`src/rtl/alu_instr_sequencer.sv`:
```
// Control-unit sequencer for the datapath.
// It fetches one instruction (PC -> MAR, memory -> MDR -> IR) and then runs the
// register-register or unary ALU steps. MUL and DIV also get a HI/LO writeback.
// T1 can absorb memory wait states up to a bounded count. The sequencer can
// chain instructions back to back.
module alu_instr_sequencer #(
    parameter int NUM_REGS = 16,
    parameter int TIMEOUT  = 15
) (
    input  logic                clk,
    input  logic                reset,
    input  logic                start,
    input  logic                continuous,
    input  logic                mem_ready,
    input  logic [31:0]         ir,
    output logic                PCout,
    output logic                PCin,
    output logic                IncPC,
    output logic                MARin,
    output logic                MDRin,
    output logic                MDRout,
    output logic                IRin,
    output logic                Read,
    output logic                Yin,
    output logic                Zin,
    output logic                Zlowout,
    output logic                Zhighout,
    output logic                HIin,
    output logic                LOin,
    output logic [NUM_REGS-1:0] Rout,
    output logic [NUM_REGS-1:0] Rin,
    output logic [12:0]         alu_op,
    output logic                busy,
    output logic                done,
    output logic                illegal,
    output logic                mem_err
);

    localparam logic [4:0] OP_ADD  = 5'd3;
    localparam logic [4:0] OP_SUB  = 5'd4;
    localparam logic [4:0] OP_AND  = 5'd5;
    localparam logic [4:0] OP_OR   = 5'd6;
    localparam logic [4:0] OP_ROR  = 5'd7;
    localparam logic [4:0] OP_ROL  = 5'd8;
    localparam logic [4:0] OP_SHR  = 5'd9;
    localparam logic [4:0] OP_SHRA = 5'd10;
    localparam logic [4:0] OP_SHL  = 5'd11;
    localparam logic [4:0] OP_MUL  = 5'd15;
    localparam logic [4:0] OP_DIV  = 5'd16;
    localparam logic [4:0] OP_NEG  = 5'd17;
    localparam logic [4:0] OP_NOT  = 5'd18;

    typedef enum logic [2:0] {
        S_IDLE,
        S_T0,
        S_T1,
        S_T2,
        S_T3,
        S_T4,
        S_T5,
        S_T6
    } state_t;

    state_t      state;
    state_t      state_next;
    logic [7:0]  wait_cnt;
    logic [7:0]  wait_cnt_next;

    logic [4:0]  opcode;
    logic [3:0]  ra;
    logic [3:0]  rb;
    logic [3:0]  rc;
    logic [12:0] op_sel;
    logic        is_unary;
    logic        is_muldiv;
    logic        bad_reg;
    logic        instr_ok;
    logic        unused_ir_bits;

    // One-hot ALU select; an all-zero result marks an unsupported opcode.
    function automatic logic [12:0] alu_decode(input logic [4:0] op);
        logic [12:0] sel;
        sel = '0;
        case (op)
            OP_AND:  sel[0]  = 1'b1;
            OP_OR:   sel[1]  = 1'b1;
            OP_ADD:  sel[2]  = 1'b1;
            OP_SUB:  sel[3]  = 1'b1;
            OP_MUL:  sel[4]  = 1'b1;
            OP_DIV:  sel[5]  = 1'b1;
            OP_SHR:  sel[6]  = 1'b1;
            OP_SHRA: sel[7]  = 1'b1;
            OP_SHL:  sel[8]  = 1'b1;
            OP_ROR:  sel[9]  = 1'b1;
            OP_ROL:  sel[10] = 1'b1;
            OP_NEG:  sel[11] = 1'b1;
            OP_NOT:  sel[12] = 1'b1;
            default: sel     = '0;
        endcase
        return sel;
    endfunction

    // Register-file select. It is only used for fields already known to be in range.
    function automatic logic [NUM_REGS-1:0] reg_select(input logic [3:0] idx);
        logic [NUM_REGS-1:0] sel;
        for (int i = 0; i < NUM_REGS; i++) begin
            sel[i] = (idx == 4'(i));
        end
        return sel;
    endfunction

    function automatic logic reg_out_of_range(input logic [3:0] idx);
        return ({1'b0, idx} >= 5'(NUM_REGS));
    endfunction

    // The low IR bits carry no information for these instruction formats.
    assign unused_ir_bits = ^ir[14:0];

    // Instruction decode. Ra is unused by MUL/DIV and Rc is unused by the unary ops,
    // so neither field can make those instructions illegal.
    always_comb begin
        opcode    = ir[31:27];
        ra        = ir[26:23];
        rb        = ir[22:19];
        rc        = ir[18:15];
        op_sel    = alu_decode(opcode);
        is_unary  = (opcode == OP_NEG) || (opcode == OP_NOT);
        is_muldiv = (opcode == OP_MUL) || (opcode == OP_DIV);
        bad_reg   = reg_out_of_range(rb)
                  || (!is_muldiv && reg_out_of_range(ra))
                  || (!is_unary && reg_out_of_range(rc));
        instr_ok  = (|op_sel) && !bad_reg;
    end

    // State and memory wait counter; an active-low reset returns to IDLE.
    always_ff @(posedge clk) begin
        if (!reset) begin
            state    <= S_IDLE;
            wait_cnt <= '0;
        end else begin
            state    <= state_next;
            wait_cnt <= wait_cnt_next;
        end
    end

    // Next-state logic and per-step strobe decode.
    always_comb begin
        state_next    = state;
        wait_cnt_next = wait_cnt;
        PCout         = 1'b0;
        PCin          = 1'b0;
        IncPC         = 1'b0;
        MARin         = 1'b0;
        MDRin         = 1'b0;
        MDRout        = 1'b0;
        IRin          = 1'b0;
        Read          = 1'b0;
        Yin           = 1'b0;
        Zin           = 1'b0;
        Zlowout       = 1'b0;
        Zhighout      = 1'b0;
        HIin          = 1'b0;
        LOin          = 1'b0;
        Rout          = '0;
        Rin           = '0;
        alu_op        = '0;
        done          = 1'b0;
        illegal       = 1'b0;
        mem_err       = 1'b0;
        busy          = (state != S_IDLE);

        case (state)
            S_IDLE: begin
                wait_cnt_next = '0;
                if (start) begin
                    state_next = S_T0;
                end
            end
            S_T0: begin
                PCout         = 1'b1;
                MARin         = 1'b1;
                IncPC         = 1'b1;
                Zin           = 1'b1;
                wait_cnt_next = '0;
                state_next    = S_T1;
            end
            S_T1: begin
                // PC+1 stays in Z, so keeping PCin asserted while waiting is harmless.
                Zlowout = 1'b1;
                PCin    = 1'b1;
                Read    = 1'b1;
                MDRin   = 1'b1;
                if (mem_ready) begin
                    state_next = S_T2;
                end else if (wait_cnt == 8'(TIMEOUT)) begin
                    mem_err    = 1'b1;
                    state_next = S_IDLE;
                end else begin
                    wait_cnt_next = wait_cnt + 8'd1;
                end
            end
            S_T2: begin
                MDRout     = 1'b1;
                IRin       = 1'b1;
                state_next = S_T3;
            end
            S_T3: begin
                if (!instr_ok) begin
                    illegal    = 1'b1;
                    state_next = S_IDLE;
                end else if (is_unary) begin
                    Rout       = reg_select(rb);
                    alu_op     = op_sel;
                    Zin        = 1'b1;
                    state_next = S_T5;
                end else begin
                    Rout       = reg_select(rb);
                    Yin        = 1'b1;
                    state_next = S_T4;
                end
            end
            S_T4: begin
                Rout       = reg_select(rc);
                alu_op     = op_sel;
                Zin        = 1'b1;
                state_next = S_T5;
            end
            S_T5: begin
                Zlowout = 1'b1;
                if (is_muldiv) begin
                    LOin       = 1'b1;
                    state_next = S_T6;
                end else begin
                    Rin        = reg_select(ra);
                    done       = 1'b1;
                    state_next = continuous ? S_T0 : S_IDLE;
                end
            end
            S_T6: begin
                Zhighout   = 1'b1;
                HIin       = 1'b1;
                done       = 1'b1;
                state_next = continuous ? S_T0 : S_IDLE;
            end
            default: begin
                state_next = S_IDLE;
            end
        endcase
    end

endmodule

```
`config.mk`:
```
export PLATFORM = sky130hd
export DESIGN_NAME = alu_instr_sequencer
export DESIGN_NICKNAME = d
export VERILOG_FILES = /design/src/rtl/alu_instr_sequencer.sv
export SDC_FILE = /design/constraint.sdc
export NUM_CORES = 1
export LEC_CHECK = 0
export ABC_AREA = 1
export CAP_MARGIN = 20
export CORE_MARGIN = 2
export CORE_UTILIZATION = 39
export CTS_BUF_LIST = sky130_fd_sc_hd__clkbuf_16
export DETAILED_ROUTE_END_ITERATION = 7
export HOLD_SLACK_MARGIN = 0.12
export PLACE_DENSITY = 0.91
export REMOVE_ABC_BUFFERS = 1
export SLEW_MARGIN = 20
export SYNTH_ARGS = -nofsm -noshare
export SYNTH_HDL_FRONTEND = slang
export SYNTH_SLANG_ARGS = --single-unit
```
`constraint.sdc`:
```
create_clock -name clk -period 2.4 [get_ports clk]
set_input_delay 0.48 -clock clk [delete_from_list [all_inputs] [get_ports clk]]
set_output_delay 0.48 -clock clk [all_outputs]
set_load 0.01 [all_outputs]
```
==> metrics <==
status=complete, no violations; maximum buffer depth of the clock tree=2; final setup fails=0; I/O Pins=100; Post-Layout Cell Count=approximately 450; final hold viol count=0; Max-cap violations=0; setup TNS=0 ps; Max VDD drop=176 uV; cts bufs inserted=3; min Tclk post-route=~2400 ps; slowest cell on the critical path=clkdlybuf4s50_1; Core Footprint=0.00366 sq mm; Post-DP HPWL=between 4000 and 5000 microns; asr flop ratio synth=0; Post-Place Cells=between 400 and 500; register area share after synthesis=0.148; Worst Max-Slew Pin Slew=approximately 310 ps; Slew headroom=0.789; critical path fanouts, max=14; worst min path class=reg -> reg; H-tree depth=1; fmax=426 MHz; Die H=65.8 microns; top layer in use=met4; crit share post-route=0.979; WP buf/inv=3; clock-pin slew on the worst setup and hold paths=40 ps; #FFs+latches synth=11; Fillers=between 200 and 300; Worst Skew=roughly 4.3 ps; pin count of the biggest net entering global routing=15; WL met1=about 2300 microns; Ys Warns=0; row count=22; First-pass DRT Iterations=5; metal2 WL=3160 microns; placed standard-cell area=about 0.0026 sq mm; cell taking the most area after synthesis=nand2_1; share of the synthesized area in the top cell type=0.182; vias in the first global route=between 2000 and 2500; wire length on met3=a little over 400 microns; first-pass GRT wire length=9240 microns; area grow syn2layout=81.4%; Final nets=between 400 and 500; Worst EP arrival=between 1500 and 2000 ps; CTS tree=yes; GPL Wtd Cong=~0.92; CP peak stage delay=~570 ps; Final Max Slew Viols=0; CP Class=reg -> out; Setup WS post-layout=around 50 ps; diodes inserted=0; pwr dens=383 mW/mm^2; Worst Path Required=~1900 ps; GRT Resource Usage Total=0.272; post-route cell area=around 0.0027 sq mm; remaining antenna violation count after routing=0; Cell Area, Synth=~0.0015 sq mm; DRC viols=0; total power=1.03 mW; dpl ws=-683 ps; layout cells sized above 1=0.252; CP delay by family, top=buffers and inverters; crit end category=output port; Die X=between 60 and 70 microns; Yosys cell types=29; final wirelength=about 6000 microns; Multi-input gate area=0.00112 sq mm; commonest non-fill, non-tap cell in the layout=nand2_1; Skew-Pair Late Insertion Delay=240 ps; synthesized area per cell=5.41 sq um; die area=~0.0043 sq mm; PortBufs=84; Sink Count=11; most frequent cells in the layout=70 x nand2_1, 46 x nor2_1, 42 x buf_4, 34 x inv_1, 34 x clkdlybuf4s50_1; EDFF count, synth=0; Main synth FF type=dfxtp_1; grt total ovfl=0; Post-Syn Instances=around 280; Root Buffer=clkbuf_16; starting density of the core=0.406; DR WL/cell=around 14 microns; largest cells by area after synthesis=nand2_1 18%, dfxtp_1 15%, nor2_1 14%; antenna violations before repair=0; Seq. cell area=~220 sq um; Via Count=approximately 2300; crit path launch type=flip-flop; P_leak=about 1.4 nW; cell repeated most along the worst path=inv_2; via/cell ratio=5.12; worst-path cell chain=inv_2 > nand2_1 > nor2_4 > inv_2 > a211oi_2 > clkdlybuf4s50_1; First DRT Iteration DRCs=between 150 and 200
-- cells in the mapped netlist, types with 3 or more instances --
master	count
nor4_1	4
o21ai_0	4
inv_1	35
dfxtp_1	11
nor2_4	4
a21oi_1	11
buf_4	7
nand2_1	72
nand3_1	21
nand4_1	3
nor3_1	11
o22ai_1	12
nor2_1	55
inv_2	4
-- routing by layer --
layer	global-route usage	up-vias
li1	-	1132
met1	0.287	1030
met2	0.513	105
met3	0.0497	13
met4	0.125	0
met5	0	-
-- through the flow --
stage / utilization / hold WS [ps]
floorplan: - / 441
global placement: 0.698 / 456
detailed placement: 0.698 / 465
CTS: 0.733 / 471
global route: 0.737 / 496
finish: 0.737 / 467
-- power by group --
group	internal, mW	switching [mW]	leakage (nW)
logic	0.225	0.278	1.25
clock network	0.219	0.0880	0.0423
registers	0.200	0.0223	0.0898
total	0.644	0.388	1.38
-- cells by family after synthesis --
group,share of synthesized area
adder cells (fa/ha/maj),0.00841
flip-flops,0.148
buffers and inverters,0.153
AND/OR/NAND/NOR,0.564
XOR/XNOR,0.0118
AO/OA/AOI/OAI,0.114
-- path summary, 6_finish.rpt --
| check | startpoint | to | slack (ps) | depth (start not counted) |
|---|---|---|---|---|
| min | wait_cnt[2] | wait_cnt[2] | 470 | 2 |
| max | state[1] | alu_op[11] | 50 | 6 |
| max reg2reg | state[1] | wait_cnt[3] | 880 | 12 |
| min reg2reg | wait_cnt[2] | wait_cnt[2] | 470 | 2 |
-- layout make-up --
type	instances	area share
multi-input cells	216	0.417
repair buffers	126	0.393
flip-flops and latches	11	0.0825
inverters	40	0.0566
clock buffers	3	0.0278
well taps	48	0.0223
clock inverters	1	0.00139
-- what timing repair did --
action / CTS / global route
pin swaps: 5 / 7
cloned: 1 / 0
setup endpoints to repair: 51 / 37
hold buffers: 0 / 0
setup buffers: 7 / 3
resized for setup: 68 / 46
-- worst min-delay path: stages, from the launching register on --
cell and delay (ps):
dfxtp_1 310, inv_1 50, a21oi_1 50
-- sequential cells by signal, indices dropped and copies added, names as in the netlist --
signal,count
wait_cnt,8
state,3
Note: power is estimated with default switching activity, not from simulation.
